**config.mk**
```make
export PLATFORM = sky130hd
export DESIGN_NAME = mode_scheduler
export DESIGN_NICKNAME = d
export VERILOG_FILES = /design/src/rtl/clock_pkg.sv /design/src/rtl/blink_timer.sv /design/src/rtl/mode_scheduler.sv
export SDC_FILE = /design/constraint.sdc
export NUM_CORES = 1
export LEC_CHECK = 0
export BUFFER_PORTS_ARGS = -buffer_cell sky130_fd_sc_hd__buf_2
export CAP_MARGIN = 25
export CORE_UTILIZATION = 35
export DETAILED_ROUTE_END_ITERATION = 10
export HOLD_SLACK_MARGIN = 0.06
export PLACE_DENSITY = 0.64
export SKIP_CTS_REPAIR_TIMING = 1
export SLEW_MARGIN = 20
export SYNTH_ARGS = -nofsm -noshare
export SYNTH_HDL_FRONTEND = slang
export SYNTH_SLANG_ARGS = --single-unit
```
**constraint.sdc**
```tcl
create_clock -name clk -period 6.93 [get_ports clk]
set_input_delay 0 -clock clk [delete_from_list [all_inputs] [get_ports clk]]
set_output_delay 0 -clock clk [all_outputs]
set_load 0.005 [all_outputs]
```
**src/rtl/clock_pkg.sv**
```systemverilog
// Shared encodings for the multi-function clock controller:
// mode codes, scheduler states and the blank display pattern.
package clock_pkg;

    localparam logic [1:0] MODE_WATCH = 2'd0;
    localparam logic [1:0] MODE_STP   = 2'd1;
    localparam logic [1:0] MODE_COOK  = 2'd2;

    localparam logic [15:0] BLANK_VALUE = 16'hFFFF;

    typedef enum logic [1:0] {
        NORMAL = 2'd0,
        ALARM  = 2'd1,
        GUARD  = 2'd2
    } state_t;

    function automatic logic [1:0] next_mode(input logic [1:0] m);
        return (m == MODE_COOK) ? MODE_WATCH : m + 2'd1;
    endfunction

    function automatic logic [2:0] mode_onehot(input logic [1:0] m);
        return 3'b001 << m;
    endfunction

endpackage

```
**src/rtl/blink_timer.sv**
```systemverilog
// Enable-gated cycle counter: pulses tc on the last cycle of each
// DIV-cycle period and flips toggle at the end of every period.
module blink_timer #(
    parameter int DIV = 4
) (
    input  logic clk,
    input  logic reset_p,
    input  logic en,
    input  logic clr,
    output logic toggle,
    output logic tc
);

    localparam int W = (DIV > 1) ? $clog2(DIV) : 1;
    localparam logic [W-1:0] LAST = W'(DIV - 1);

    logic [W-1:0] cnt;

    assign tc = en && (cnt == LAST);

    always_ff @(posedge clk or posedge reset_p) begin
        if (reset_p) begin
            cnt    <= '0;
            toggle <= 1'b0;
        end else if (clr) begin
            cnt    <= '0;
            toggle <= 1'b0;
        end else if (en) begin
            if (tc) begin
                cnt    <= '0;
                toggle <= ~toggle;
            end else begin
                cnt <= cnt + W'(1);
            end
        end
    end

endmodule

```
**src/rtl/mode_scheduler.sv**
```systemverilog
// Mode owner for the multi-function clock: routes button pulses,
// selects the display value and handles cook-timer alarm pre-emption.
module mode_scheduler
    import clock_pkg::*;
#(
    parameter int BLINK_DIV     = 50_000_000,
    parameter int ALARM_TIMEOUT = 1_500_000_000,
    parameter int GUARD_CYC     = 10_000_000
) (
    input  logic        clk,
    input  logic        reset_p,
    input  logic        mode_btn_pe,
    input  logic [2:0]  func_btn_pe,
    input  logic        alarm_req,
    input  logic [15:0] value_watch,
    input  logic [15:0] value_stp,
    input  logic [15:0] value_cook,
    output logic [1:0]  mode,
    output logic [2:0]  btn_watch,
    output logic [2:0]  btn_stp,
    output logic [2:0]  btn_cook,
    output logic [15:0] value,
    output logic [7:0]  LED_bar,
    output logic        alarm_ack
);

    state_t      st, st_d;
    logic [1:0]  mode_d, prev_mode, prev_d;
    logic        areq_q, pend, pend_d;
    logic        ack_d, rise, press;
    logic [2:0]  bw_d, bs_d, bc_d;
    logic [15:0] val_d;
    logic [7:0]  led_d;

    logic blink_off, blink_tc_unused;
    logic tmo_tc, tmo_tog_unused;
    logic grd_tc, grd_tog_unused;

    blink_timer #(.DIV(BLINK_DIV)) u_blink (
        .clk    (clk),
        .reset_p(reset_p),
        .en     (st == ALARM),
        .clr    (st != ALARM),
        .toggle (blink_off),
        .tc     (blink_tc_unused)
    );

    blink_timer #(.DIV(ALARM_TIMEOUT)) u_timeout (
        .clk    (clk),
        .reset_p(reset_p),
        .en     (st == ALARM),
        .clr    (st != ALARM),
        .toggle (tmo_tog_unused),
        .tc     (tmo_tc)
    );

    blink_timer #(.DIV(GUARD_CYC)) u_guard (
        .clk    (clk),
        .reset_p(reset_p),
        .en     (st == GUARD),
        .clr    (st != GUARD),
        .toggle (grd_tog_unused),
        .tc     (grd_tc)
    );

    assign rise  = alarm_req & ~areq_q;
    assign press = mode_btn_pe | (|func_btn_pe);

    always_comb begin
        st_d   = st;
        mode_d = mode;
        prev_d = prev_mode;
        pend_d = pend;
        ack_d  = 1'b0;
        bw_d   = 3'b000;
        bs_d   = 3'b000;
        bc_d   = 3'b000;
        unique case (st)
            NORMAL: begin
                if (rise || pend) begin
                    prev_d = mode;
                    mode_d = MODE_COOK;
                    st_d   = ALARM;
                    pend_d = 1'b0;
                end else if (mode_btn_pe) begin
                    mode_d = next_mode(mode);
                end else begin
                    unique case (1'b1)
                        (mode == MODE_WATCH): bw_d = func_btn_pe;
                        (mode == MODE_STP):   bs_d = func_btn_pe;
                        default:              bc_d = func_btn_pe;
                    endcase
                end
            end
            ALARM: begin
                // an acknowledge wins over a simultaneous alarm_req fall
                if (press || tmo_tc) begin
                    ack_d  = 1'b1;
                    mode_d = prev_mode;
                    st_d   = GUARD;
                end else if (!alarm_req) begin
                    mode_d = prev_mode;
                    st_d   = GUARD;
                end
            end
            GUARD: begin
                if (rise) pend_d = 1'b1;
                if (grd_tc) st_d = NORMAL;
            end
            default: st_d = NORMAL;
        endcase
    end

    always_comb begin
        val_d = value_watch;
        if (st == ALARM) begin
            val_d = blink_off ? BLANK_VALUE : value_cook;
        end else begin
            unique case (1'b1)
                (mode == MODE_WATCH): val_d = value_watch;
                (mode == MODE_STP):   val_d = value_stp;
                default:              val_d = value_cook;
            endcase
        end
    end

    assign led_d = {st_d == ALARM, st_d == GUARD, 3'b000,
                    mode_onehot(mode_d)};

    always_ff @(posedge clk or posedge reset_p) begin
        if (reset_p) begin
            st        <= NORMAL;
            mode      <= MODE_WATCH;
            prev_mode <= MODE_WATCH;
            areq_q    <= 1'b0;
            pend      <= 1'b0;
            btn_watch <= 3'b000;
            btn_stp   <= 3'b000;
            btn_cook  <= 3'b000;
            value     <= 16'h0000;
            LED_bar   <= 8'b0000_0001;
            alarm_ack <= 1'b0;
        end else begin
            st        <= st_d;
            mode      <= mode_d;
            prev_mode <= prev_d;
            areq_q    <= alarm_req;
            pend      <= pend_d;
            btn_watch <= bw_d;
            btn_stp   <= bs_d;
            btn_cook  <= bc_d;
            value     <= val_d;
            LED_bar   <= led_d;
            alarm_ack <= ack_d;
        end
    end

endmodule

```
---- Yosys cells after proc, flatten, opt, wreduce, memory -nomap -nowiden ----
Cells that the tools add are included.
storage, ports and cells
  bits in registers ....................... 121
  word-level logic and storage cells ...... 96
  output and inout bits ................... 36
operators by class
  mux-type cells .......................... 43
  bitwise gates (word level) .............. 4
  shift-type cells ........................ 1
  add/sub/neg operators ................... 4
  reductions and logical operators ........ 16
  equality and inequality tests ........... 13
operator list
  kind                     number
  $mux W31                 3
  $mux W26                 3
  $mux W24                 3
  $mux W3                  12
  $mux W16                 2
  $pmux W16 S2             1
  $add A31 B1 Y31 const B  1
  $eq A31 B31 Y1 const B   1
  $add A26 B1 Y26 const B  1
  $eq A26 B26 Y1 const B   1
  $add A24 B1 Y24 const B  1
  $eq A24 B24 Y1 const B   1
  $mux W2                  9
  $reduce_bool A2 Y1       4
  $mux W1                  7
  $eq A2 B1 Y1 const B     3
  $eq A2 B2 Y1 const B     3
  $ne A2 B2 Y1 const B     3
  $pmux W2 S3              1
  $logic_not A2 Y1         2
  $pmux W2 S2              1
  $reduce_and A2 Y1        2
  $logic_and A1 B1 Y1      3
  $reduce_and A3 Y1        1
  10 further kinds         12

---- Depth between registers and ports, before layout ----
Gate-level depths: netlist (run 1).
  word-level depth ........................ 6
  gate-level depth with buffers ........... 10
  depth with buffers taken out ............ 8

---- Hierarchy ----
From an unflattened synthesis (run 1), not the netlist that was laid out.
second synthesis, totals
  cell total of the unflattened synthesis .. 624
  area total of the unflattened synthesis .. 6,473.7 um^2
modules (own cells, without submodules)
  module                   area an instance (um^2)  cells an instance  times used  seq. area each (um^2)
  blink_timer (u_timeout)  1,789.2                  184                1           800.8
  mode_scheduler           1,741.7                  138                1           977.2
  blink_timer (u_blink)    1,552.7                  163                1           675.6
  blink_timer (u_guard)    1,390.1                  139                1           625.6

---- Least setup slack after synthesis (run 1) ----
Ideal clock, no wire load.
  kind .................................... register -> register
  start ................................... reg u_timeout.cnt[0]
  end ..................................... reg LED_bar[2]
  arrival time ............................ 2.180 ns
  stages on the path, launching flop included .. 9
  clock period less this slack ............ 2.299 ns
  path slack .............................. 4.631 ns
  cells stage by stage .................... dfrtp_1 ha_1 and3_2 nand3_1 or4_1 buf_2 and3_4 o32a_4 and2_1
on the way
  cells in the longest elaborated chain, start to end .. 6
ends and longest elaborated chain
  item                    RTL line               source
  start, declared         blink_timer.sv:17      logic [W-1:0] cnt;
  start signal, assigned  blink_timer.sv:33      cnt <= cnt + W'(1);
  $eq A31 B31 Y1          blink_timer.sv:19      assign tc = en && (cnt == LAST);
  $logic_and A1 B1 Y1     blink_timer.sv:19
  $logic_or A1 B1 Y1      mode_scheduler.sv:97   if (press || tmo_tc) begin
  $mux W2                 mode_scheduler.sv:97
  $pmux W2 S2             mode_scheduler.sv:78   unique case (st)
  named net mode_d[1]     mode_scheduler.sv:28   logic [1:0] mode_d, prev_mode, prev_d;
  $shl A1 B2 Y3           clock_pkg.sv:22        return 3'b001 << m;
  named net led_d[2]      mode_scheduler.sv:33   logic [7:0] led_d;
  end signal, assigned    mode_scheduler.sv:153  LED_bar <= led_d;
  end, declared           mode_scheduler.sv:23   output logic [7:0] LED_bar,
The timed path passes the listed nets, and every way through them passes these cells.
A chain may end at the register's enable or synchronous reset.

---- Worst setup path after layout (run 1) ----
  start ................................... reg st[0]
  end ..................................... reg LED_bar[2]
on the way
  cells in the longest elaborated chain, start to end .. 6
ends and longest elaborated chain
  item                    RTL line                                    source
  start, declared         mode_scheduler.sv:27                        state_t st, st_d;
  start signal, assigned  mode_scheduler.sv:144                       st <= st_d;
  $eq A2 B1 Y1            mode_scheduler.sv:51, mode_scheduler.sv:78
  $logic_and A1 B1 Y1     blink_timer.sv:19
  $logic_or A1 B1 Y1      mode_scheduler.sv:97
  $mux W2                 mode_scheduler.sv:97
  $pmux W2 S2 (*)         mode_scheduler.sv:78
  named net mode_d[1]     mode_scheduler.sv:28
  $shl A1 B2 Y3 (*)       clock_pkg.sv:22
  named net led_d[2]      mode_scheduler.sv:33
The timed path passes the listed nets; every way through them passes the cells marked *.

==> results by group, run 1 <==
Status
  – Status: finished, final reports clean

Worst setup path
  – Maximum net fanout on the critical path: 12
  – Required time of the worst setup path: 7220 ps
  – Series of cell instances along the critical path: nor2b_2, nand4_1, or4_1, and3_4, o32a_4, and2_1
  – Minimum setup slack among reg-to-reg paths: 4360 ps
  – Peak per-stage delay on the critical path: 650 ps
  – Endpoint class of the critical path: register
  – Critical R2R Launch: st[0]
  – Arrival time of data at the critical path endpoint: 2860 ps
  – Top cell family by delay on the critical path: simple AND/OR/NAND/NOR gates
  – Cell depth of the worst flop-to-flop path: 6
  – Critical path buffer and inverter count: 0
  – Type of the setup path with the least slack: register to register
  – Critical Path Source Type: register
  – Worst flop-to-flop path endpoint: LED_bar[2]
  – Crit-path slowest cell: or4_1

Clock tree
  – Number of buffers inserted during clock tree synthesis: 17
  – CTS tree: yes
  – Later-pin clock latency in the skew report: 410 ps
  – Clock root buffer: clkbuf_16
  – Number of levels in the clock H-tree: 4
  – Maximum number of buffers from clock root to sink: 2
  – TritonCTS sink count: 121
  – Clock slew seen by the registers of the worst setup and hold paths: 50 ps

Flow run
  – MaxCap Viol Count: 0

Finish
  – Final layout net count: 742
  – Post-route cell area: 7200 µm²
  – Share of cells above drive strength 1: 18.9%
  – Final standard cell count with taps included and fillers excluded: 908
  – Register area: 3030 µm²
  – Fillers: 1360
  – Most common cell after layout, fill and taps aside: dfrtp_1
  – Area growth from synthesis to layout: 29.1%
  – Area of the multi-input gates: 2410 µm²
  – Highest-count cells in the layout ignoring fill and taps: dfrtp_1, nor2_1, buf_2, xor2_1, dlygate4sd3_1
  – Antenna cell count: 0

STA
  – RSZ-0062 raised after global routing: false
  – Final critical-path share of the clock period: 37.1%
  – Slew headroom: 33.3%
  – Highest attainable clock frequency: 389 MHz
  – Worst Max-Slew Pin Slew: 991 ps
  – Fin crit period: 2570 ps
  – Pins Over Slew Limit: 0
  – Setup TNS: 0 ps
  – Number of failing setup endpoints in the final timing report: 0
  – Count of endpoints failing hold in the final timing report: 0
  – Setup skew after layout: 9.79 ps

Power
  – Int Pwr: 1.56 mW
  – Leakage: 3.20 nW
  – Net switching power figure: 0.635 mW
  – Max rail drop VDD: 0.159 mV
  – Power share of the sequential group: 38.9%
  – Switching part of the total: 28.9%
  – Logic pwr share: 22.0%
  – Share of total power in the clock network: 39.0%
  – Power per standard cell area: 305 nW/µm²

Synth
  – Yosys warns: 0
  – Number of synthesized flops with an enable pin: 0
  – Count of state elements after synthesis: 121
  – Cell count after synthesis: 554
  – Count of unique library cells instantiated by Yosys: 43
  – Sequential-to-total area share from yosys stat: 54.3%
  – Fraction of registers with async set or reset after synthesis: 100%
  – Commonest register cell after synthesis: dfrtp_1
  – Post-synthesis average cell area: 10.1 µm²
  – Summed instance area of the synthesized netlist: 5570 µm²

Placement
  – Cell Count Post-Placement: 835
  – Half-perimeter wire length of the detailed placement result: 8.19 mm
  – Number of buffers inserted by port buffering: 87
  – Standard cell area after detailed placement: 6200 µm²
  – Routability-driven placement congestion ratio: 0.809

GRT
  – Residual overflow from global routing: 0
  – Via count of the first global-routing pass: 4246
  – Number of antenna violations at the first check in global routing: 0
  – Global-route wire length before repair: 20.3 mm
  – GRT Total Usage: 15.6%
  – Pin count of the biggest net entering global routing: 66

Detailed routing
  – Routed wire length: 12.6 mm
  – Detail-routed via count per cell: 4.84
  – Post-route antenna net violation count: 0
  – Via count of the routed design: 4394
  – Final routed wire length divided by cell count: 13.9 µm
  – Count of routing violations after the opening detailed-route iteration: 204
  – Detailed-routing iteration count for the pre-antenna-repair pass: 5
  – DRC viols: 0

Floorplanning
  – # rows: 45
  – Die span in y: 128 µm
  – Starting Density: 36.3%
  – Overall die area: 16400 µm²
  – Area of the core: 15400 µm²
  – Floorplan die width: 128 µm
  – Top-level I/O count: 91

Worst hold path
  – Min-delay worst type: input pin to asynchronous set/reset pin
==> synthesized netlist by cell type, drive strengths merged, types with 2 or more instances <==
library cell | number | area (µm²)
dfrtp | 120 | 3000
nor2 | 118 | 443
xor2 | 55 | 482
nand2 | 39 | 146
nand3 | 31 | 155
a21oi | 21 | 105
xnor2 | 21 | 184
and3 | 19 | 125
nand4 | 18 | 113
mux2i | 16 | 160
clkbuf | 15 | 56.3
inv | 10 | 37.5
nor4 | 9 | 56.3
and4 | 7 | 63.8
buf | 7 | 50.0
nor2b | 6 | 40.0
nor3 | 6 | 30.0
nor4b | 5 | 43.8
and2 | 4 | 25.0
a21o | 3 | 22.5
ha | 3 | 37.5
nand2b | 3 | 18.8
nor3b | 3 | 22.5
mux2 | 2 | 22.5
o21ai | 2 | 10.0
==> state kept, by name (all words and copies together) (netlist names), 3 cells and up <==
| signal | flops |
|---|---|
| u_guard.cnt | 24 |
| u_timeout.cnt | 31 |
| btn_watch | 3 |
| value | 16 |
| btn_stp | 3 |
| u_blink.cnt | 26 |
| LED_bar | 5 |
| btn_cook | 3 |
==> routing by layer <==
| metal | up-vias | track usage, % | share of wire (%) |
|---|---|---|---|
| li1 | 2119 | - | - |
| met1 | 2122 | 20.2 | 44 |
| met2 | 135 | 25.0 | 50 |
| met3 | 18 | 4.30 | 4.7 |
| met4 | 0 | 5.88 | 1.4 |
| met5 | - | 0 | 0 |
==> worst register-to-register path: stages, from the launching register on <==
cell	delay (ps)
dfrtp_1	530
nor2b_2	380
nand4_1	120
or4_1	650
and3_4	250
o32a_4	370
and2_1	160
==> worst max path at each step <==
stage,slack [ps],startpoint,cells after the start,endpoint
after CTS,4080,st[0],5,st[0]
after detailed placement,4120,st[0],5,st[0]
after global routing,4150,st[0],6,u_timeout.cnt[7]
after floorplan,3720,reset_p,1,LED_bar[1]
final,4360,st[0],6,LED_bar[2]
after global placement,4210,st[0],5,st[0]
==> layout make-up <==
class / count / area share, %
Sequential cell: 121 / 42.1
Clock buffer: 20 / 6.35
Clock inverter: 12 / 1.74
Inverter: 10 / 0.556
Timing Repair Buffer: 131 / 12.1
Tap cell: 211 / 3.67
Multi-Input combinational cell: 403 / 33.5
==> power groups by stage <==
stage	registers [mW]	logic, mW	clock network, mW
2_1_floorplan	0.848	0.266	0
3_3_place_gp	0.862	0.396	0
3_5_place_dp	0.864	0.402	0
4_1_cts	0.854	0.403	0.871
5_1_grt	0.866	0.539	0.901
6_report	0.855	0.484	0.856
==> cell families after synthesis <==
| family | after synthesis | synth area share, % |
|---|---|---|
| AOI/OAI and AO/OA | 32 | 3.73 |
| xor gates and xnor gates | 76 | 11.9 |
| adders and majority gates | 3 | 0.673 |
| buffers and inverters | 32 | 2.58 |
| DFF | 121 | 54.3 |
| muxes | 18 | 3.28 |
| other | 1 | 0.0673 |
| and+or+nand+nor | 271 | 23.4 |
==> per-stage QoR <==
stage / power, mW / utilization [%] / worst slack, ps / hold WS, ps
after floorplan: 1.11 / - / 3720 / 31.4
after global placement: 1.26 / 40.3 / 4210 / 144
after detailed placement: 1.27 / 40.3 / 4120 / 157
after CTS: 2.13 / 44.1 / 4080 / -279
after global routing: 2.31 / 46.8 / 4150 / 293
final: 2.19 / 46.8 / 4360 / 247
(Power assumes the default switching activity.)
==> run 2: changes to the inputs <==
clock period = 2.4 ns   (was 6.93 ns; I/O delays follow)
==> run 2 against run 1 <==
Effect of this change: clock skew is 4.4 ps lower; critical path depth is 1 higher; sequential power grew to 2.9 times the previous value; routed wire length is 0.32% lower; setup slack worse by 4200 ps; final area is 1.3% higher; critical endpoint unchanged; largest cell class unchanged.
==> results by group, run 2 (synthesis results as in run 1) <==
Status
  – Status: finished, final reports clean

Clock tree
  – Clock slew seen by the registers of the worst setup and hold paths: 50 ps
  – Number of levels in the clock H-tree: 4
  – Clock root buffer: clkbuf_16
  – TritonCTS sink count: 121
  – Maximum number of buffers from clock root to sink: 2
  – Number of buffers inserted during clock tree synthesis: 17
  – Later-pin clock latency in the skew report: 410 ps
  – CTS tree: yes

Finish
  – Number of flip-flops in the largest register: 31
  – Final standard cell count with taps included and fillers excluded: 918
  – Register ranked first by flip-flop count: u_timeout.cnt
  – Area growth from synthesis to layout: 30.8%
  – Register area: 3030 µm²
  – Fillers: 1371
  – Most common cell after layout, fill and taps aside: dfrtp_1
  – Top flop regs: u_timeout.cnt (31), u_blink.cnt (26), u_guard.cnt (24)
  – Highest-count cells in the layout ignoring fill and taps: dfrtp_1, nor2_1, buf_2, xor2_1
  – Antenna cell count: 0
  – Share of cells above drive strength 1: 20.9%
  – Area of the multi-input gates: 2440 µm²
  – Post-route cell area: 7290 µm²
  – Final layout net count: 754

STA
  – Setup TNS: 0 ps
  – Setup skew after layout: 5.40 ps
  – Count of endpoints failing hold in the final timing report: 0
  – Slew headroom: 63.2%
  – Number of failing setup endpoints in the final timing report: 0
  – Fin crit period: 2270 ps
  – Pins Over Slew Limit: 0
  – Final critical-path share of the clock period: 94.4%
  – RSZ-0062 raised after global routing: false
  – Highest attainable clock frequency: 441 MHz
  – Worst Max-Slew Pin Slew: 547 ps

Placement
  – Half-perimeter wire length of the detailed placement result: 8.47 mm
  – Routability-driven placement congestion ratio: 0.811
  – Standard cell area after detailed placement: 6330 µm²
  – Cell Count Post-Placement: 849
  – Number of buffers inserted by port buffering: 87

Detailed routing
  – Final routed wire length divided by cell count: 13.7 µm
  – Via count of the routed design: 4443
  – DRC viols: 0
  – Detail-routed via count per cell: 4.84
  – Count of routing violations after the opening detailed-route iteration: 191
  – Post-route antenna net violation count: 0
  – Routed wire length: 12.6 mm
  – Detailed-routing iteration count for the pre-antenna-repair pass: 4

Worst setup path
  – Crit-path slowest cell: or4_4
  – Type of the setup path with the least slack: register to register
  – Maximum net fanout on the critical path: 4
  – Required time of the worst setup path: 2700 ps
  – Peak per-stage delay on the critical path: 530 ps
  – Critical Path Source Type: register
  – Arrival time of data at the critical path endpoint: 2560 ps
  – Series of cell instances along the critical path: ha_2, and3_2, nand3_1, or4_4, and3_4, o32a_4, and2_1
  – Endpoint class of the critical path: register

Power
  – Leakage: 3.27 nW
  – Max rail drop VDD: 0.538 mV
  – Power per standard cell area: 859 nW/µm²

GRT
  – GRT Total Usage: 15.7%
  – Residual overflow from global routing: 0
  – Number of antenna violations at the first check in global routing: 0
  – Global-route wire length before repair: 20.2 mm
  – Via count of the first global-routing pass: 4240
  – Pin count of the biggest net entering global routing: 75

Floorplanning
  – Starting Density: 36.3%
  – # rows: 45
  – Top-level I/O count: 91
  – Overall die area: 16400 µm²
  – Die span in y: 128 µm
  – Floorplan die width: 128 µm
  – Area of the core: 15400 µm²

Flow run
  – MaxCap Viol Count: 0

Worst hold path
  – Min-delay worst type: input pin to asynchronous set/reset pin
## run 2: critical path, delay by kind of cell, from the launching register on
kind / cells / cell delay (ps)
compound gates: 1 / 370
fa+ha+maj: 1 / 200
flops: 1 / 380
simple gates: 5 / 1190
## run 2: worst paths after layout
check / startpoint / end / slack (ps) / cells after the start
max: u_timeout.cnt[0] / LED_bar[2] / 130 / 7
min: reset_p / u_guard.cnt[20] / 120 / 3
max reg2reg: u_timeout.cnt[0] / LED_bar[2] / 130 / 7
min reg2reg: u_guard.cnt[0] / u_guard.cnt[0] / 450 / 1
max in group asynchronous: reset_p / u_guard.cnt[0] / 1550 / 4
min in group clk: alarm_req / areq_q / 300 / 2
## run 2: per-layer routing
layer | track usage [%] | part of all wire [%] | up-vias
met1 | 19.9 | 45 | 2165
met3 | 5.22 | 4.6 | 24
met5 | 0 | 0 | -
li1 | - | - | 2136
met4 | 7.40 | 2.1 | 0
met2 | 24.2 | 49 | 118
## run 2: area by class of cell
cell class                      instances  area share [%]
Multi-Input combinational cell        403            33.5
Timing Repair Buffer                  143            13.4
Clock inverter                         10            1.08
Clock buffer                           20            6.27
Inverter                               10           0.566
Sequential cell                       121            41.6
Tap cell                              211            3.62
## run 2: through the flow
stage	power, mW	setup WS [ps]	utilization, %	hold slack, ps
floorplan	3.22	101	-	31.4
global placement	3.72	91.9	41.2	6.08
detailed placement	3.75	29.0	41.2	8.42
CTS	6.08	15.0	44.7	-436
global route	6.61	19.3	47.4	139
finish	6.26	134	47.4	123
## run 2: where the power goes
group / leakage (nW) / total (mW) / internal, mW / switching [mW]
sequential: 1.62 / 2.45 / 2.30 / 0.151
combinational: 1.37 / 1.50 / 0.703 / 0.798
clock: 0.275 / 2.31 / 1.45 / 0.862
total: 3.27 / 6.26 / 4.45 / 1.81
==> run 3: changes to the inputs <==
==> constraint.sdc (replaced) <==
create_clock -name clk -period 2.7 [get_ports clk]
set_input_delay 0.135 -clock clk [delete_from_list [all_inputs] [get_ports clk]]
set_output_delay 0.135 -clock clk [all_outputs]
set_load 0.005 [all_outputs]
==> run 3 against run 2 <==
Effect of this change: power down 6.2%; die area did not move; count of clock-buffer cells in the layout up 5; critical path depth unchanged; register-to-register slack improved by 70 ps; setup slack improved by 68 ps; final area is 0.72% lower; critical path type unchanged.
==> results by group, run 3 (synthesis results as in run 1) <==
Detailed routing
  – Detailed-routing iteration count for the pre-antenna-repair pass: 4
  – DRC viols: 0
  – Final routed wire length divided by cell count: 13.9 µm
  – Detail-routed via count per cell: 4.80
  – Via count of the routed design: 4352
  – Count of routing violations after the opening detailed-route iteration: 193
  – Post-route antenna net violation count: 0
  – Routed wire length: 12.6 mm

Finish
  – Area growth from synthesis to layout: 29.8%
  – Final standard cell count with taps included and fillers excluded: 906
  – Register ranked first by flip-flop count: u_timeout.cnt
  – Antenna cell count: 0
  – Top flop regs: u_timeout.cnt (31), u_blink.cnt (26), u_guard.cnt (24)
  – Most common cell after layout, fill and taps aside: dfrtp_1
  – Share of cells above drive strength 1: 19.7%
  – Final layout net count: 740
  – Number of flip-flops in the largest register: 31
  – Highest-count cells in the layout ignoring fill and taps: dfrtp_1, nor2_1, buf_2, xor2_1, nand2_1

Worst setup path
  – Cell depth of the worst flop-to-flop path: 7
  – Required time of the worst setup path: 2990 ps
  – Worst setup startpoint: u_timeout.cnt[0]
  – Arrival time of data at the critical path endpoint: 2790 ps
  – Type of the setup path with the least slack: register to register
  – Critical R2R Launch: u_timeout.cnt[0]
  – Maximum net fanout on the critical path: 7
  – Endpoint class of the critical path: register
  – Critical Path Source Type: register

STA
  – Number of failing setup endpoints in the final timing report: 0
  – Setup TNS: 0 ps
  – Pins Over Slew Limit: 0
  – Highest attainable clock frequency: 400 MHz
  – Count of endpoints failing hold in the final timing report: 0
  – Slew headroom: 60.8%
  – RSZ-0062 raised after global routing: false
  – Worst Max-Slew Pin Slew: 588 ps
  – Fin crit period: 2500 ps
  – Setup skew after layout: 9.26 ps
  – Final critical-path share of the clock period: 92.5%

Clock tree
  – TritonCTS sink count: 121
  – Clock root buffer: clkbuf_16
  – Maximum number of buffers from clock root to sink: 2
  – Later-pin clock latency in the skew report: 410 ps
  – Number of buffers inserted during clock tree synthesis: 17
  – CTS tree: yes
  – Number of levels in the clock H-tree: 4
  – Clock slew seen by the registers of the worst setup and hold paths: 50 ps

Floorplanning
  – # rows: 45
  – Floorplan die width: 128 µm
  – Overall die area: 16400 µm²
  – Die span in y: 128 µm
  – Area of the core: 15400 µm²
  – Top-level I/O count: 91
  – Starting Density: 36.3%

GRT
  – Global-route wire length before repair: 20.2 mm
  – Residual overflow from global routing: 0
  – Via count of the first global-routing pass: 4217
  – GRT Total Usage: 15.6%
  – Pin count of the biggest net entering global routing: 113
  – Number of antenna violations at the first check in global routing: 0

Power
  – Leakage: 3.25 nW
  – Power per standard cell area: 811 nW/µm²
  – Power share of the sequential group: 37.2%
  – Switching part of the total: 27.2%
  – Max rail drop VDD: 0.431 mV
  – Share of total power in the clock network: 42.0%
  – Int Pwr: 4.27 mW
  – Net switching power figure: 1.60 mW
  – Logic pwr share: 20.8%

Status
  – Status: finished, final reports clean

Placement
  – Half-perimeter wire length of the detailed placement result: 8.24 mm
  – Cell Count Post-Placement: 842
  – Routability-driven placement congestion ratio: 0.796
  – Number of buffers inserted by port buffering: 87

Worst hold path
  – Min-delay worst type: input pin to register
  – Hold Startpoint: value_watch[0]
  – Hold Crit Depth: 3

Flow run
  – MaxCap Viol Count: 0
run 3: layout make-up:
cell class	instances	area (µm²)
Fill cell	1375	8130
Sequential cell	121	3030
Multi-Input combinational cell	403	2410
Timing Repair Buffer	129	843
Clock buffer	25	515
Tap cell	211	264
Clock inverter	7	135
Inverter	10	41.3
run 3: metal layers:
metal | part of all wire [%] | track usage (%)
met2 | 49 | 25.3
met3 | 5.0 | 4.30
met1 | 46 | 20.1
met5 | 0 | 0
met4 | 0.83 | 5.47
run 3: path summary, 6_finish.rpt:
path | end | slack, ps
max in group asynchronous | u_blink.cnt[13] | 1650
worst min register to register | u_guard.cnt[0] | 460
worst max-delay path | LED_bar[2] | 200
min in group asynchronous | u_guard.cnt[22] | 210
worst max register to register | LED_bar[2] | 200
worst min-delay path | value[0] | 30
run 3: worst max-delay path, stage by stage (launching register included):
cell,delay [ps]
dfrtp_1,380
ha_1,200
and3_2,230
nand3_1,120
or4_1,690
and3_4,250
o32a_4,360
and2_1,160
run 3: power groups by stage:
| stage | Combinational, mW | Clock [mW] | Sequential [mW] |
|---|---|---|---|
| floorplan | 0.684 | 0 | 2.18 |
| global placement | 1.06 | 0 | 2.21 |
| detailed placement | 1.09 | 0 | 2.21 |
| CTS | 1.10 | 2.50 | 2.19 |
| global route | 1.36 | 2.59 | 2.21 |
| finish | 1.22 | 2.46 | 2.18 |
run 3: metrics by stage:
step	total power, mW	utilization, %	instance area [µm²]	setup WS, ps	hold slack (ps)
6_report	5.87	47.1	7240	202	31.2
3_3_place_gp	3.27	40.8	6270	293	82.3
3_5_place_dp	3.31	40.8	6270	224	86.1
5_1_grt	6.15	47.1	7240	94.2	68.7
2_1_floorplan	2.86	-	5590	401	166
4_1_cts	5.79	45.0	6920	211	-349
